$ cat src/rtl/mem_port_arbiter.sv
// mem_port_arbiter: shares one memory port between instruction fetch (IF) and
// load/store (D). One transaction in flight at a time, round-robin on conflict,
// response routed back to the owner, timeout abort on a hung memory.
module mem_port_arbiter #(
    parameter int TIMEOUT = 256
) (
    input  logic        clk,
    input  logic        rst,
    // fetch requester
    input  logic        if_req,
    input  logic [63:0] if_addr,
    output logic        if_gnt,
    output logic        if_rvalid,
    output logic [31:0] if_rdata,
    // data requester
    input  logic        d_req,
    input  logic        d_we,
    input  logic [63:0] d_addr,
    input  logic [63:0] d_wdata,
    input  logic [7:0]  d_be,
    output logic        d_gnt,
    output logic        d_rvalid,
    output logic [63:0] d_rdata,
    // shared memory port
    output logic        m_req,
    output logic        m_we,
    output logic [63:0] m_addr,
    output logic [63:0] m_wdata,
    output logic [7:0]  m_be,
    input  logic        m_ready,
    input  logic        m_rvalid,
    input  logic [63:0] m_rdata,
    // status
    output logic        busy,
    output logic        err
);

    localparam int CW = $clog2(TIMEOUT + 1);

    typedef enum logic [1:0] {S_IDLE, S_REQ, S_WAIT} state_t;

    state_t        state;
    logic          owner_d;   // 1 = current transaction belongs to D
    logic          last_d;    // 1 = last grant went to D
    logic [CW-1:0] tcnt;
    logic          pick_d;
    logic          timeout_hit;

    // D wins when alone, or on conflict when IF held the port last
    assign pick_d      = d_req && (!if_req || !last_d);
    // tcnt counts cycles already spent; this is the TIMEOUT-th cycle in REQ/WAIT
    assign timeout_hit = (tcnt == CW'(TIMEOUT - 1));

    // Arbitration FSM with all outputs registered
    always_ff @(posedge clk or negedge rst) begin
        if (!rst) begin
            state     <= S_IDLE;
            owner_d   <= 1'b0;
            last_d    <= 1'b0;
            tcnt      <= '0;
            if_gnt    <= 1'b0;
            if_rvalid <= 1'b0;
            if_rdata  <= '0;
            d_gnt     <= 1'b0;
            d_rvalid  <= 1'b0;
            d_rdata   <= '0;
            m_req     <= 1'b0;
            m_we      <= 1'b0;
            m_addr    <= '0;
            m_wdata   <= '0;
            m_be      <= '0;
            busy      <= 1'b0;
            err       <= 1'b0;
        end else begin
            if_gnt    <= 1'b0;
            d_gnt     <= 1'b0;
            if_rvalid <= 1'b0;
            d_rvalid  <= 1'b0;
            case (state)
                S_IDLE: begin
                    if (if_req || d_req) begin
                        tcnt    <= '0;
                        busy    <= 1'b1;
                        m_req   <= 1'b1;
                        owner_d <= pick_d;
                        last_d  <= pick_d;
                        state   <= S_REQ;
                        if (pick_d) begin
                            d_gnt   <= 1'b1;
                            m_we    <= d_we;
                            m_addr  <= d_addr;
                            m_wdata <= d_wdata;
                            m_be    <= d_be;
                        end else begin
                            // fetches are always full-width reads
                            if_gnt  <= 1'b1;
                            m_we    <= 1'b0;
                            m_addr  <= if_addr;
                            m_wdata <= '0;
                            m_be    <= 8'hFF;
                        end
                    end
                end
                S_REQ, S_WAIT: begin
                    tcnt <= tcnt + CW'(1);
                    if (timeout_hit) begin
                        // abort wins over a same-cycle m_ready / m_rvalid
                        m_req <= 1'b0;
                        err   <= 1'b1;
                        busy  <= 1'b0;
                        state <= S_IDLE;
                        if (owner_d) begin
                            d_rvalid <= 1'b1;
                            d_rdata  <= '0;
                        end else begin
                            if_rvalid <= 1'b1;
                            if_rdata  <= '0;
                        end
                    end else if (state == S_REQ) begin
                        if (m_ready) begin
                            m_req <= 1'b0;
                            state <= S_WAIT;
                        end
                    end else if (m_rvalid) begin
                        busy  <= 1'b0;
                        state <= S_IDLE;
                        if (owner_d) begin
                            d_rvalid <= 1'b1;
                            d_rdata  <= m_rdata;
                        end else begin
                            // pick the 32-bit instruction out of the 64-bit beat
                            if_rvalid <= 1'b1;
                            if_rdata  <= m_addr[2] ? m_rdata[63:32] : m_rdata[31:0];
                        end
                    end
                end
                default: state <= S_IDLE;
            endcase
        end
    end

endmodule

$ cat config.mk
export PLATFORM = sky130hd
export DESIGN_NAME = mem_port_arbiter
export DESIGN_NICKNAME = d
export VERILOG_FILES = /design/src/rtl/mem_port_arbiter.sv
export SDC_FILE = /design/constraint.sdc
export NUM_CORES = 1
export LEC_CHECK = 0
export BUFFER_PORTS_ARGS = -buffer_cell sky130_fd_sc_hd__buf_4
export CAP_MARGIN = 10
export CORE_AREA = 3 3 199 201
export CTS_CLUSTER_DIAMETER = 120
export DETAILED_ROUTE_END_ITERATION = 12
export DIE_AREA = 0 0 202 204
export PLACE_DENSITY = 0.61
export SETUP_SLACK_MARGIN = 0.2
export SLEW_MARGIN = 0
export SYNTH_ARGS = -nofsm -noshare
export SYNTH_HDL_FRONTEND = slang
export SYNTH_SLANG_ARGS = --single-unit
$ cat constraint.sdc
create_clock -name clk -period 2.15 [get_ports clk]
set_input_delay 0.215 -clock clk [delete_from_list [all_inputs] [get_ports clk]]
set_output_delay 0.215 -clock clk [all_outputs]
set_load 0.05 [all_outputs]
## Word level (Yosys, flattened, before mapping)

Cells that the tools add are included.

- Bits in registers: 252
- Input bits: 271
- Output and inout bits: 240
- Word-level logic and storage cells: 97

- Add/subtract/negate cells: 1
- Equal/unequal tests: 14
- Muxes and demuxes: 48
- Reductions and logical operators: 18

Operators by type and width:

| kind | number |
|---|---|
| $mux W64 | 7 |
| $mux W32 | 6 |
| $mux W1 | 24 |
| $pmux W9 S2 | 1 |
| $ne A3 B3 Y1 const B | 4 |
| $mux W2 | 5 |
| $reduce_and A5 Y1 | 2 |
| $add A9 B1 Y9 const B | 1 |
| $eq A9 B8 Y1 const B | 1 |
| $mux W9 | 1 |
| $mux W8 | 1 |
| $ne A2 B2 Y1 const B | 4 |
| $ne A4 B4 Y1 const B | 2 |
| $reduce_and A4 Y1 | 2 |
| $reduce_and A2 Y1 | 3 |
| $reduce_bool A2 Y1 | 3 |
| $pmux W1 S2 | 2 |
| $pmux W2 S2 | 1 |
| $reduce_and A3 Y1 | 1 |
| $eq A2 B1 Y1 const B | 1 |
| $eq A2 B2 Y1 const B | 1 |
| $logic_not A1 Y1 | 2 |
| $logic_not A2 Y1 | 1 |
| $logic_or A1 B1 Y1 | 2 |
| other kinds (3) | 3 |

## Depth between registers and ports, before layout

- Word-level depth: 6
- Depth in mapped cells: 10
- Mapped depth without buffers: 7

## Worst setup path before layout

Ideal clock, no wire load.

- Kind: register -> register
- Start: reg tcnt[0]
- End: reg if_rdata[0]
- Library setup time: 0.125 ns
- Arrival: 2.110 ns
- Required time: 2.025 ns
- Setup slack: -0.085 ns
- Cell stages (with the launch flop): 9
- Buffers on the path: 1
- Clock period less this slack: 2.235 ns
- Cells stage by stage: dfrtp_1 > ha_1 > inv_1 > nor3_1 > ha_1 > nand2b_1 > a2111oi_4 > buf_6 > mux2_4

- Longest elaborated chain between the ends: 3
- Elaborated cells between the ends (all ways): 6
- Those cells by class: eq/ne: 3; mux: 1; reduce/logical: 2

RTL lines:

| what | line | RTL |
|---|---|---|
| start: declaration | 45 | `logic [CW-1:0] tcnt;` |
| start signal: assignment | 105 | `tcnt <= tcnt + CW'(1);` |
| $eq A9 B8 Y1 * | 52 | `assign timeout_hit = (tcnt == CW'(TIMEOUT - 1));` |
| $ne A2 B2 Y1 (no source line) or $reduce_bool A2 Y1 (tied branches) | - |  |
| $reduce_and A5 Y1 (no source line) | - |  |
| end signal: assignment | 133 | `if_rdata <= m_addr[2] ? m_rdata[63:32] : m_rdata[31:0];` |
| end: declaration | 14 | `output logic [31:0] if_rdata,` |

Every way passes the cells marked *; elsewhere a longest branch is shown, timed or not.
A chain may end at the register's enable or synchronous reset.

## Worst setup path in the final report

- Start: reg tcnt[1]
- End: reg if_rdata[25]

Same word-level chain as after synthesis.

==> summary.txt <==
Finish
  – Fillers: 3154
  – Final Instance Area: roughly 19000 µm²
  – Share of cells above drive strength 1: around two fifths
  – Nets@finish: around 1.8k
  – Area Overhead vs Synth: 81.2%

STA
  – Fin crit share: 103%
  – Skew final: about 0.0092 ns
  – Setup violations, final: 32
  – Max-slew violations: 0
  – Setup TNS Final: -1.13 ns
  – Slack of the critical path: -0.0612 ns
  – Worst-Margin Slew: around 0.69 ns
  – Fmax: between 400 and 500 MHz
  – Slew margin rel.: between 50% and 60%
  – Tmin final: between 2 and 2.5 ns
  – Unrepaired setup endpoints after global routing: yes
  – Fin. Hold Viols: 0

Placed design
  – IO Port Bufs: about 500
  – Hpwl dp: ~27000 µm
  – GP Congestion: about 0.8
  – Area after DPL: roughly 15000 µm²

Drt
  – Routed WL per cell: between 20 and 25 µm
  – Drt first pass iters: 5
  – Avg Vias per Cell: just under 5
  – DRT antenna net count: 0
  – DRT iter0 DRCs: ~560
  – Routed via count: 10.3k
  – DRC viols: 0
  – Detailed Route WL: 43100 µm

Floorplanning
  – Die width: about 200 µm
  – Die area: between 40000 and 50000 µm²
  – Core Area: about 38000 µm²
  – # rows: between 70 and 80
  – # IOs: 511
  – Initial Utilization: around 28%
  – Chip Height: about 200 µm

Synthesis
  – Count leader, synth: dfrtp_1
  – Syn. warnings: 0
  – Synthesized area: around 10000 µm²
  – Synth Area per Inst: 13.6 µm²
  – Xor/xnor share of the synthesized area: 0%
  – Mux share of post-synthesis cell area: between 7 and 8%
  – Most frequent cells after synthesis: dfrtp_1, a221o_1, a22o_1, a32o_1, and2_1
  – Synth area leader: dfrtp_1
  – Post-synthesis sequential area ratio: 60.2%
  – Synth top area share: about three fifths
  – Adder-Cell Fraction of Synth Area: less than 1%
  – Main area contributors after synthesis: dfrtp_1, a221o_1, a32o_1
  – Number of synthesized flops with an enable pin: 0
  – Combinational family with the most area after synthesis: compound AO/OA/AOI/OAI gates
  – #FFs+latches synth: around 250
  – Synth Area in Compound Gates: approximately a fifth
  – Most used DFF post-synth: dfrtp_1
  – Post-Syn Instances: 770
  – Post-synth net total: roughly 1.0k
  – Unique masters post-synth: 44
  – Area share of and/or/nand/nor cells after synthesis: between 6 and 7%
  – Async set-reset flop share out of synthesis: 100%

Clocking
  – Number of buffers created by CTS: 28
  – CTS Root Cell: clkbuf_16
  – Reg clk slew, reported paths: around 0.060 ns
  – CTS tree: yes
  – H-tree depth: 1
  – Max Root-Sink Buffers: 3
  – CTS Sinks: between 200 and 300
  – Worst skew pair latency: around 0.54 ns

GRT
  – Vias in the first global route: 11.3k
  – Initial antenna violation count: 0
  – Global-route wire length before repair: 65500 µm
  – Overall Global Routing Usage: between 10% and 20%
  – Largest net degree at the start of global routing: 101
  – Gr ovfl total: 0

Worst hold path
  – Hold WC Path Type: in2reg

Outcome
  – Status: finished, violations left
  – Failing checks: setup timing

Pwr
  – Net Sw Frac: 47.8%
  – Gate power share: about three fifths
  – Power Dens Cells: 1670 nW/µm²
  – Final Total Pwr: about 32 mW
  – Part of the power in the clock network: about 16%
  – Leak: 9.08 nW
  – Sequential power share: a little over a quarter
  – Maximum VDD drop: between 0.0008 and 0.0009 V
  – Switch Pwr: around 15 mW
  – Cell Int Power: 16.5 mW

Setup path
  – Worst path required time: around 2.6 ns
  – Startpoint Class: register
  – Setup CP Type: reg2reg
  – Crit end category: register
  – WP data arrival: roughly 2.6 ns
  – Max FO, Critical Path: 8

Flow run
  – Max-cap check violation count: 0
[registers in the layout, indices dropped and copies added, names as in the netlist, 2 cells and up]
| register | count |
|---|---|
| if_rdata | 32 |
| state | 2 |
| m_addr | 64 |
| m_be | 8 |
| d_rdata | 64 |
| m_wdata | 64 |
| tcnt | 9 |
[final timing paths]
| check | start | end | slack (ns) | cells after the start |
|---|---|---|---|---|
| min reg2reg | err | err | 0.48 | 1 |
| min in group asynchronous | rst | d_rdata[12] | 0.24 | 2 |
| max | tcnt[1] | if_rdata[25] | -0.06 | 10 |
| min | d_req | d_gnt | 0.09 | 3 |
| max in group asynchronous | rst | m_addr[17] | 1.19 | 3 |
| max reg2reg | tcnt[1] | if_rdata[25] | -0.06 | 10 |
[cells by family (layout without fill, tap and decap cells)]
family	after synthesis	in the layout
and+or+nand+nor	128	128
adders and majority gates	7	7
other	0	1
AOI/OAI and AO/OA	237	237
DFF	252	252
muxes	66	66
buffers and inverters	80	887
[timing repair]
action / in CTS / in global routing
endpoints found under the setup margin: 98 / 143
buffers inserted: 6 / 3
pin swaps: 6 / 1
endpoints found under the hold margin: 268 / 0
cloned: 3 / 2
resized for setup: 15 / 3
hold buffers: 266 / 0
[through the flow]
step | hold slack (ns) | utilization [%] | setup WS [ns] | instances
floorplan | -0.0806 | - | 0.00817 | 770
global placement | 0.270 | 40.1 | -0.0803 | 1757
detailed placement | 0.272 | 40.1 | -0.167 | 1757
CTS | 0.0580 | 50.0 | -0.0720 | 2083
global route | 0.0891 | 50.2 | -0.149 | 2088
finish | 0.0864 | 50.2 | -0.0612 | 2089
[per-layer routing]
layer | share of wire, % | global-route usage, % | vias to the layer above
li1 | - | - | 4538
met1 | 38 | 23.9 | 5101
met2 | 51 | 35.0 | 524
met3 | 7.0 | 3.71 | 90
met4 | 4.3 | 8.52 | 0
met5 | 0 | 0 | -
[final cells by class]
| class | count | area (µm²) | share of cell area (%) |
|---|---|---|---|
| clock buffers | 44 | 852 | 4.49 |
| clock inverters | 7 | 88.8 | 0.468 |
| repair buffers | 827 | 7160 | 37.7 |
| flip-flops and latches | 252 | 6310 | 33.3 |
| inverters | 9 | 36.3 | 0.191 |
| well taps | 511 | 639 | 3.37 |
| diodes | 1 | 2.50 | 0.0132 |
| multi-input cells | 438 | 3880 | 20.5 |
[critical path: stages (launching register included)]
cell	delay [ns]
dfrtp_1	0.38
ha_2	0.19
inv_2	0.08
nor3_4	0.05
ha_2	0.20
nand2b_4	0.15
a2111oi_4	0.30
buf_6	0.16
buf_8	0.12
buf_12	0.15
mux2_4	0.30
[power groups by stage]
stage / sequential [mW] / combinational [mW] / clock (mW)
after global routing: 8.55 / 19.2 / 5.19
after detailed placement: 8.25 / 17.7 / 0
final: 8.33 / 18.4 / 4.89
after CTS: 8.26 / 18.3 / 5.00
after global placement: 8.26 / 17.5 / 0
after floorplan: 15.3 / 4.69 / 0
[placed cells by master (no fill, tap or decap), types with 16 or more instances in the layout]
cell	synthesis	layout
buf_4	0	537
dlygate4sd3_1	0	266
dfrtp_1	252	251
a221o_1	65	65
a22o_1	65	65
a32o_1	65	65
and2_1	64	64
nor2_1	38	37
mux2i_1	34	34
mux2_4	30	32
clkbuf_16	0	30
buf_12	0	16
No activity file was read; power rests on OpenSTA's default activity.
